<file path="src/rtl/wb_trace_tx.sv">
// Retire-trace serializer: queues {class, pc[, wd]} records from WB and streams them
// as bytes (0xA5, class, pc LE[, wd LE]). Define WB_TRACE_WD_EN to carry write-data.
module wb_trace_tx #(
  parameter int DEPTH = 4
) (
  input  logic        clk,
  input  logic        rst,
  input  logic        wb_valid,
  input  logic [5:0]  wb_opcode,
  input  logic [5:0]  wb_funct,
  input  logic [31:0] wb_pc,
  input  logic [31:0] wb_wd,
  input  logic        tx_ready,
  output logic        tx_valid,
  output logic [7:0]  tx_data,
  output logic        tx_last,
  output logic        overflow,
  output logic [7:0]  drop_cnt
);

  localparam int AW = $clog2(DEPTH);
`ifdef WB_TRACE_WD_EN
  localparam int REC_W  = 72;
  localparam int BODY_N = 9;
`else
  localparam int REC_W  = 40;
  localparam int BODY_N = 5;
`endif
  localparam logic [3:0] LAST_IDX = 4'(BODY_N - 1);
  localparam logic [7:0] HDR_BYTE = 8'hA5;

  typedef enum logic [1:0] {IDLE, HDR, BODY} state_t;

  function automatic logic [7:0] classify(input logic [5:0] op, input logic [5:0] fn);
    logic [7:0] c;
    c = 8'h00;
    case (op)
      6'd0: begin
        case (fn)
          6'd32:   c = 8'h01;
          6'd34:   c = 8'h02;
          6'd36:   c = 8'h03;
          6'd37:   c = 8'h04;
          6'd0:    c = 8'h05;
          6'd42:   c = 8'h06;
          6'd27:   c = 8'h07;
          6'd16:   c = 8'h08;
          6'd18:   c = 8'h09;
          default: c = 8'h0F;
        endcase
      end
      6'd35:   c = 8'h10;
      6'd43:   c = 8'h11;
      6'd4:    c = 8'h12;
      6'd5:    c = 8'h13;
      6'd2:    c = 8'h14;
      6'd13:   c = 8'h15;
      default: c = 8'h00;
    endcase
    return c;
  endfunction

  function automatic logic [7:0] sat_inc8(input logic [7:0] v);
    return (v == 8'hFF) ? v : v + 8'd1;
  endfunction

  logic [REC_W-1:0] mem [DEPTH];
  logic [AW:0]      wr_ptr, rd_ptr, rd_next;
  logic             empty, full, push, drop, pop, more;
  state_t           state, state_d;
  logic [3:0]       idx, idx_d;
  logic [REC_W-1:0] head;
  logic [7:0]       head_cls;
  logic [31:0]      head_pc;
  logic [7:0]       body_byte;
  logic             last_byte, accept;

  assign empty    = (wr_ptr == rd_ptr);
  assign full     = (wr_ptr[AW] != rd_ptr[AW]) && (wr_ptr[AW-1:0] == rd_ptr[AW-1:0]);
  // Fullness is judged before the edge, so a same-edge pop never rescues a record.
  assign push     = wb_valid && !full;
  assign drop     = wb_valid && full;
  assign rd_next  = rd_ptr + {{AW{1'b0}}, 1'b1};
  assign head     = mem[rd_ptr[AW-1:0]];
  assign head_cls = head[REC_W-1 -: 8];
  assign head_pc  = head[REC_W-9 -: 32];

  assign tx_valid  = (state != IDLE);
  assign last_byte = (state == BODY) && (idx == LAST_IDX);
  assign tx_last   = last_byte;
  assign accept    = tx_valid && tx_ready;
  assign pop       = accept && last_byte;
  // Another record is ready if entries remain after this pop or one lands this edge.
  assign more      = push || (rd_next != wr_ptr);

`ifdef WB_TRACE_WD_EN
  always_ff @(posedge clk) begin
    if (push) mem[wr_ptr[AW-1:0]] <= {classify(wb_opcode, wb_funct), wb_pc, wb_wd};
  end
`else
  logic unused_wd;
  assign unused_wd = ^wb_wd;

  always_ff @(posedge clk) begin
    if (push) mem[wr_ptr[AW-1:0]] <= {classify(wb_opcode, wb_funct), wb_pc};
  end
`endif

  always_comb begin
    body_byte = 8'h00;
    case (idx)
      4'd0: body_byte = head_cls;
      4'd1: body_byte = head_pc[7:0];
      4'd2: body_byte = head_pc[15:8];
      4'd3: body_byte = head_pc[23:16];
      4'd4: body_byte = head_pc[31:24];
`ifdef WB_TRACE_WD_EN
      4'd5: body_byte = head[7:0];
      4'd6: body_byte = head[15:8];
      4'd7: body_byte = head[23:16];
      4'd8: body_byte = head[31:24];
`endif
      default: body_byte = 8'h00;
    endcase
  end

  always_comb begin
    tx_data = 8'h00;
    if (state == HDR)       tx_data = HDR_BYTE;
    else if (state == BODY) tx_data = body_byte;
  end

  always_comb begin
    state_d = state;
    idx_d   = idx;
    case (state)
      IDLE: if (!empty) state_d = HDR;
      HDR: begin
        if (tx_ready) begin
          state_d = BODY;
          idx_d   = 4'd0;
        end
      end
      BODY: begin
        if (tx_ready) begin
          if (last_byte) begin
            state_d = more ? HDR : IDLE;
            idx_d   = 4'd0;
          end else begin
            idx_d = idx + 4'd1;
          end
        end
      end
      default: state_d = IDLE;
    endcase
  end

  always_ff @(posedge clk or negedge rst) begin
    if (!rst) begin
      state    <= IDLE;
      idx      <= 4'd0;
      wr_ptr   <= '0;
      rd_ptr   <= '0;
      overflow <= 1'b0;
      drop_cnt <= 8'h00;
    end else begin
      state <= state_d;
      idx   <= idx_d;
      if (push) wr_ptr <= wr_ptr + {{AW{1'b0}}, 1'b1};
      if (pop)  rd_ptr <= rd_next;
      if (drop) begin
        overflow <= 1'b1;
        drop_cnt <= sat_inc8(drop_cnt);
      end
    end
  end

endmodule

</file>
<file path="config.mk">
export PLATFORM = sky130hd
export DESIGN_NAME = wb_trace_tx
export DESIGN_NICKNAME = d
export VERILOG_FILES = /design/src/rtl/wb_trace_tx.sv
export SDC_FILE = /design/constraint.sdc
export NUM_CORES = 1
export LEC_CHECK = 0
export ABC_CLOCK_PERIOD_IN_PS = 7000
export CAP_MARGIN = 20
export CORE_MARGIN = 2
export CORE_UTILIZATION = 59
export CTS_CLUSTER_DIAMETER = 120
export DETAILED_ROUTE_END_ITERATION = 8
export HOLD_SLACK_MARGIN = 0.15
export PLACE_DENSITY = 0.95
export SLEW_MARGIN = 30
export SYNTH_ARGS = -nofsm -noshare
export SYNTH_HDL_FRONTEND = slang
export SYNTH_SLANG_ARGS = --single-unit
</file>
<file path="constraint.sdc">
create_clock -name clk -period 7 [get_ports clk]
set_clock_uncertainty 0.2 [all_clocks]
set_input_delay 1.05 -clock clk [delete_from_list [all_inputs] [get_ports clk]]
set_output_delay 1.05 -clock clk [all_outputs]
set_load 0.01 [all_outputs]
</file>
* Yosys cells after proc, flatten, opt, wreduce, memory -nomap -nowiden
Memory sizes are Yosys's and may differ from the RTL's.
Index checks and enable logic that the tools add are counted.
W data, S select, Z words.
** Cells by class
- Add/subtract/negate cells :: 4
- Equal/unequal tests :: 29
- Muxes and demuxes :: 18
- Bitwise logic cells :: 1
- Reduce and logical (&&, ||, !) cells :: 17
** Operators by type and width (number)
- $pmux W8 S7 :: 1
- $eq A6 B6 Y1 const B :: 7
- $pmux W8 S5 :: 1
- $pmux W4 S9 :: 1
- $mux W8 :: 3
- $eq A6 B5 Y1 const B :: 3
- $eq A6 B3 Y1 const B :: 2
- $logic_not A6 Y1 :: 2
- $mux W4 :: 3
- $add A8 B1 Y8 const B :: 1
- $eq A4 B2 Y1 const B :: 2
- $eq A8 B8 Y1 const B :: 1
- $mux W2 :: 4
- $ne A2 B2 Y1 const B :: 4
- $pmux W4 S2 :: 1
- $add A3 B1 Y3 const B :: 2
- $eq A6 B2 Y1 const B :: 1
- $eq A6 B4 Y1 const B :: 1
- $logic_and A1 B1 Y1 :: 6
- $pmux W2 S3 :: 1
- $add A4 B1 Y4 const B :: 1
- $eq A4 B1 Y1 const B :: 1
- $eq A4 B3 Y1 const B :: 1
- $logic_not A4 Y1 :: 1
- 15 further kinds :: 18
** Storage, ports and cells
- Register bits after elaboration :: 21
- RAM bits :: 160
- Bits of input ports :: 80
- Output and inout bits :: 19
- Logic and storage cells :: 76
- Memories kept :: 1
** Memories
- mem :: depth 4, width 40, read ports 1, clocked after Yosys merged registers in 0, write ports 1, RTL line 67 : logic [REC_W-1:0] mem [DEPTH];

* Depth between registers and ports, before layout
Gate-level depths: netlist of the first run.
- Depth after elaboration :: 9
- Gate-level depth with buffers :: 8
- Mapped depth without buffers :: 6

* Least setup slack after synthesis of the first run
No wires, ideal clock.
- Path kind :: register to output
- Start :: reg idx[0]
- End :: out tx_data[2]
- Arrival time :: 1.741 ns
- Data required time :: 5.750 ns
- Setup slack :: 4.009 ns
- Stages on the path, launching flop included :: 8
- Path buffers :: 1
- Path through :: dfrtp_1 -> inv_1 -> ha_1 -> buf_2 -> or4bb_1 -> o22ai_1 -> nor4_1 -> a22oi_1
** Between the ends
- Longest elaborated chain between the ends :: 4
- Elaborated cells on any way between the ends :: 8
** Ends and longest elaborated chain
- from (decl) :: RTL line 71 : logic [3:0] idx, idx_d;
- from (signal assigned) :: RTL line 168 : idx <= idx_d;
- $eq A4 B3 Y1 (tied with other cells) :: RTL line 111 : case (idx)
- $pmux W8 S5 (*) :: RTL line 111
- $mux W8 (*) :: RTL line 130 : else if (state == BODY) tx_data = body_byte;
- $mux W8 (*) :: RTL line 129 : if (state == HDR) tx_data = HDR_BYTE;
- to (decl) :: RTL line 15 : output logic [7:0] tx_data,
Mark *: on every way between the ends. The rest lies on a longest branch, timed or not.

* Worst setup path after layout of the first run
- Start :: reg rd_ptr[1]
- End :: out tx_data[2]
** Between the ends
- Longest elaborated chain between the ends :: 4
** Ends and longest elaborated chain
- from (decl) :: RTL line 68 : logic [AW:0] wr_ptr, rd_ptr, rd_next;
- from (signal assigned) :: RTL line 170 : if (pop) rd_ptr <= rd_next;
- $mem_v2 Z4 W40
- $pmux W8 S5 :: RTL line 111
- $mux W8 :: RTL line 130
- $mux W8 :: RTL line 129
Every way passes these cells.

==> results of run 1 <==
-- per-layer routing --
metal / GRT usage / vias to the layer above
met5: 0 / -
met4: 0.107 / 0
met3: 0.0683 / 47
met2: 0.407 / 302
met1: 0.323 / 2160
li1: - / 1893
-- worst max-delay path: stages (launching register included) --
cell	delay, ns
dfrtp_4	0.83
buf_4	0.44
mux2i_1	0.33
o22ai_1	0.13
nor4_1	0.32
a22oi_1	0.15
clkdlybuf4s50_1	0.53
-- state kept, by name, indices dropped and copies added, names as in the netlist --
signal,cells
rd_ptr,3
state,2
idx,4
overflow,1
mem,148
wr_ptr,3
drop_cnt,8
-- synth_stat cells (3+ instances only) --
cell type and count:
nand2b_1 5, a32oi_1 5, nor3_1 10, a31oi_1 4, nand2_1 12, edfxtp_1 148, o21ai_0 10, inv_1 9
ha_1 10, buf_2 10, nor2b_1 4, a21oi_1 9, a22oi_1 7, buf_4 3, mux2i_1 30, and2_1 7
xor2_1 9, dfrtp_1 21, nor3b_1 3, a311oi_1 3, clkbuf_1 4, o22ai_1 13, mux2_2 4, o21bai_1 4
nor2_1 12, nor4_1 6, xnor2_1 3, nand4_1 3, nand3_1 8, mux4_2 21
-- worst paths after layout --
path                            from         end  slack (ns)  cells past startpoint
hold / removal              overflow    overflow        0.26                      1
hold reg to reg             overflow    overflow        0.26                      1
setup reg to reg           rd_ptr[0]   mem[0][1]        3.68                      4
setup / recovery           rd_ptr[1]  tx_data[2]        2.56                      6
max in group asynchronous        rst   rd_ptr[1]        5.90                      1
min in group asynchronous        rst   rd_ptr[2]        0.36                      1
-- area by class of cell --
cell class	instances	area [um2]
Tap cell	147	184
Inverter	9	33.8
Fill cell	705	3400
Clock inverter	14	120
Sequential cell	169	4980
Clock buffer	18	429
Timing Repair Buffer	71	693
Multi-Input combinational cell	238	2130
-- placed cells by master, fill, tap and decap left out, types with 3 or more instances in the layout --
cell type	n
clkinv_2	3
edfxtp_1	148
clkbuf_16	17
mux2i_1	30
nor2_1	12
dfrtp_1	19
xnor2_1	3
nand3_1	8
inv_1	9
nor2b_1	4
nand2b_1	5
inv_6	4
and2_1	7
nand4_1	3
mux4_2	21
mux2_2	4
nor3b_1	3
nor3_1	10
o22ai_1	13
a32oi_1	5
buf_4	5
xor2_1	9
a22oi_1	7
o21bai_1	4
a21oi_1	9
nor4_1	6
o21ai_0	10
clkdlybuf4s50_1	65
ha_1	10
a311oi_1	3
nand2_1	12
a31oi_1	4
-- kinds of logic (layout without fill, tap and decap cells) --
family                   after synthesis  in the layout  share of synthesized area
flip-flops                           169            169                      0.688
adder cells (fa/ha/maj)               10             10                     0.0173
multiplexers                          57             57                      0.116
buffers and inverters                 27            112                     0.0173
AO/OA/AOI/OAI                         69             69                     0.0653
AND/OR/NAND/NOR                       87             87                     0.0742
XOR/XNOR                              15             15                     0.0213
-- power breakdown --
| part | internal [mW] | switching [mW] |
|---|---|---|
| Clock | 0.489 | 0.380 |
| Sequential | 1.34 | 0.210 |
| Combinational | 0.457 | 0.509 |
-- per-stage QoR --
| stage | cells | instance area (um2) | setup WS (ns) | total power, mW | util |
|---|---|---|---|---|---|
| 2_1_floorplan | 434 | 7220 | 4.01 | 2.17 | - |
| 3_3_place_gp | 634 | 8020 | 2.82 | 2.46 | 0.670 |
| 3_5_place_dp | 634 | 8020 | 2.84 | 2.51 | 0.670 |
| 4_1_cts | 666 | 8570 | 2.31 | 3.39 | 0.716 |
| 5_1_grt | 666 | 8560 | 2.41 | 3.53 | 0.716 |
| 6_report | 666 | 8560 | 2.56 | 3.39 | 0.716 |
==> out/results.txt, run 1 <==
status: finished clean
initial antenna violation count: 0
Yosys warning total: 0
vias in the first global route: 4445
Slew HR: 0.359
Die Area: 0.0131 mm2
H-tree lvl count: 4
met2 wire length: 7790 um
Max Clock Freq: 225 MHz
vias per inst: 6.61
sequential area share after synthesis: 0.688
Area growth, synth to finish: 18.6%
# IOs: 99
RSZ-0062 raised after global routing: false
grt ovf: 0
total CTS buffers: 17
Slew Viols, Final: 0
critical path start-end classification: reg -> out
Worst setup SP type: flip-flop
layout cell share with drive strength beyond 1: 0.139
Worst EP required: 5.75 ns
clock sink count: 169
post-synth top area share: 0.615
Yosys cell types: 61
uppermost layer routed: met4
Clk Latency, worst-skew pair: 0.43 ns
Peak VDD IR: 0.252 mV
Avg Inst Size Synth: 16.6 um2
routed wire length: 15300 um
critical path arrival: 3.19 ns
Core ar.: 0.0120 mm2
post-CTS sizing: 0
DRC errors left: 0
first-pass GRT wire length: 24100 um
crit share post-route: 0.634
clk buf depth: 2
largest net degree at the start of global routing: 39
row count: 40
NumNets Final: 596
Worst Tran Pin Value: 0.962 ns
Leakage: 2.87 nW
PortBufs: 66
CP Capture Type: output pin
Via Count: 4402
wl on met1: 5610 um
EDFF count, synth: 148
post-synthesis cell count: 434
die width: 115 um
Final GP Congestion: 0.844
1st-iter DRT viols: 445
number of setup violations in the final report: 0
Synth Register Bits: 169
setup TNS: 0 ns
fin crit period: 4.44 ns
cts hold-fix bufs: 0
clk slew on worst S/H paths: 0.06 ns
asr flop ratio synth: 0.124
max cap viols: 0
height of the chip: 115 um
Final Hold Vio Count: 0
top_reg_cell synth: edfxtp_1
HPWL Detailed: 9450 um
DRT antenna net count: 0
Mapped Area: 0.00722 mm2
CTS tree: built
# Post-CTS Setup Buffers: 0
Root Driver: clkbuf_16
drt first pass iters: 5
Hold Path Class: reg -> reg
crit path max fanout: 38
GRT Total Usage: 0.251
ant diodes: 0
Synth area leader: edfxtp_1
WL met3: 1390 um
final hold slack: 0.265 ns
Initial Util: 0.604
top cells by area, synth: edfxtp_1, dfrtp_1, mux4_2
post-DR wirelength/cell: 22.9 um
power per standard cell area: 395 mW/mm2
Post-Syn Nets: 524
(Power assumes the default switching activity.)
==> inputs of run 2 (changes only) <==
--- a/config.mk
+++ b/config.mk
@@ -5,14 +5,14 @@
 export SDC_FILE = /design/constraint.sdc
 export NUM_CORES = 1
 export LEC_CHECK = 0
-export ABC_CLOCK_PERIOD_IN_PS = 7000
+export ABC_CLOCK_PERIOD_IN_PS = 3950
 export CAP_MARGIN = 20
 export CORE_MARGIN = 2
-export CORE_UTILIZATION = 59
+export CORE_UTILIZATION = 49
 export CTS_CLUSTER_DIAMETER = 120
 export DETAILED_ROUTE_END_ITERATION = 8
 export HOLD_SLACK_MARGIN = 0.15
-export PLACE_DENSITY = 0.95
+export PLACE_DENSITY = 0.87
 export SLEW_MARGIN = 30
 export SYNTH_ARGS = -nofsm -noshare
 export SYNTH_HDL_FRONTEND = slang
==> constraint.sdc (replaced) <==
create_clock -name clk -period 3.95 [get_ports clk]
set_clock_uncertainty 0.2 [all_clocks]
set_input_delay 0.5925 -clock clk [delete_from_list [all_inputs] [get_ports clk]]
set_output_delay 0.5925 -clock clk [all_outputs]
set_load 0.01 [all_outputs]
==> run 2 against run 1 <==
Compared with the run above:
- total power grew 80%
- critical path depth is the same
- die area grew 20%
- via count shrank 4.4%
- clock-buffer cell count shrank 1
- core utilization decreased by 11 points
- combinational power up 96%
==> out/results.txt, run 2 (synthesis results as in run 1) <==
max cap viols: 0
FF-to-FF Start: rd_ptr[0]
GRT Total Usage: 0.193
setup TNS: 0 ns
Clk Latency, worst-skew pair: 0.43 ns
Via Count: 4210
post-DR wirelength/cell: 20.8 um
H-tree lvl count: 4
crit path max fanout: 8
largest net degree at the start of global routing: 48
vias in the first global route: 4335
Hold Path Class: reg -> reg
Core ar.: 0.0145 mm2
Peak VDD IR: 0.330 mV
met2 Resource Use GR: 0.313
Final Hold Vio Count: 0
vias per inst: 5.95
gr busiest metal: met2
DRT antenna net count: 0
ant diodes: 0
Worst Tran Pin Value: 0.710 ns
first-pass GRT wire length: 22800 um
Hold Path Depth: 1
HPWL Detailed: 9430 um
total CTS buffers: 17
Final GP Congestion: 0.865
critical path start-end classification: reg -> out
met1 usage: 0.242
fin crit period: 3.81 ns
Slew HR: 0.521
clock sink count: 169
Worst setup SP type: flip-flop
layout cell share with drive strength beyond 1: 0.153
number of setup violations in the final report: 0
NumNets Final: 601
routed wire length: 14700 um
# IOs: 99
initial antenna violation count: 0
1st-iter DRT viols: 514
row count: 44
r2r worst-path depth: 5
drt first pass iters: 5
cell at the slowest stage of the critical path: or4bb_1
Max stage delay on crit path: 0.65 ns
Overall Power: 6.09 mW
status: finished clean
reg2reg setup slack: 1.38 ns
RSZ-0062 raised after global routing: false
Worst EP required: 3.16 ns
DRC errors left: 0
Max Clock Freq: 262 MHz
hold path endpoint: overflow
grt ovf: 0
FILL cells: 1034
worst setup slack after placement: 0.556 ns
height of the chip: 125 um
die width: 125 um
most frequent cells in the layout: edfxtp_1, clkdlybuf4s50_1, mux2i_1
Area growth, synth to finish: 20.6%
Die Area: 0.0157 mm2
most common cell after layout, fill and taps aside: edfxtp_1
fin worst setup slack: 0.136 ns
Leakage: 2.90 nW
max reg flops: 148
final hold slack: 0.278 ns
CTS tree: built
met3 Usage GRT: 0.0569
Slew Viols, Final: 0
launch point of the worst hold path: overflow
CP cell instances: ha_2 -> or4bb_1 -> o22ai_1 -> a311oi_1 -> o211ai_1 -> clkdlybuf4s50_1
clk slew on worst S/H paths: 0.06 ns
Root Driver: clkbuf_16
PortBufs: 66
Initial Util: 0.499
clk buf depth: 2
R2R Path End: mem[1][8]
crit share post-route: 0.966
critical path arrival: 3.02 ns
CP Capture Type: output pin
power per standard cell area: 699 mW/mm2
run 2: final cells by class:
cell class | instances | area [um2] | share of cell area
clock buffer | 17 | 425 | 0.0488
clock inverter | 14 | 140 | 0.0161
inverter | 9 | 33.8 | 0.00388
multi-input combinational | 238 | 2140 | 0.245
sequential | 169 | 4970 | 0.571
tap | 184 | 230 | 0.0264
timing repair buffer | 76 | 771 | 0.0885
run 2: metrics by stage:
stage,instances,util,area (um2)
6_report,707,0.602,8710
5_1_grt,707,0.602,8710
4_1_cts,705,0.600,8690
3_5_place_dp,674,0.561,8120
3_3_place_gp,674,0.561,8120
2_1_floorplan,434,-,7220
run 2: worst max path at each step:
| stage | startpoint | endpoint | slack (ns) | cells after the start |
|---|---|---|---|---|
| final | idx[0] | tx_data[5] | 0.14 | 6 |
| after detailed placement | idx[0] | tx_data[5] | 0.56 | 6 |
| after floorplan | rd_ptr[1] | mem[3][0] | 1.34 | 4 |
| after CTS | idx[0] | tx_data[3] | 0.07 | 7 |
| after global routing | idx[0] | tx_data[5] | 0.05 | 6 |
| after global placement | idx[0] | tx_data[3] | 0.62 | 7 |
run 2: per-layer routing:
metal  vias to the layer above  part of all wire
met5                         -                 0
met4                         0             0.022
met3                        27             0.075
met2                       212              0.50
met1                      2074              0.40
li1                       1897                 -
run 2: critical path, delay by kind of cell, from the launching register on:
kind | cells | cell delay (ns)
buf+inv | 1 | 0.57
flops | 1 | 0.48
fa+ha+maj | 1 | 0.33
compound gates | 3 | 0.57
simple gates | 1 | 0.65
run 2: power by group:
group	leakage [nW]	switching, mW	internal (mW)
Combinational	0.994	1.03	0.871
Sequential	1.64	0.230	2.37
Clock	0.274	0.704	0.881
run 2: what timing repair did:
item                       4_1_cts  5_1_grt
buffers inserted                 0        1
hold endpoints to repair         0       21
setup endpoints to repair        0        4
gates resized for setup          0        3
hold buffers                     0        1
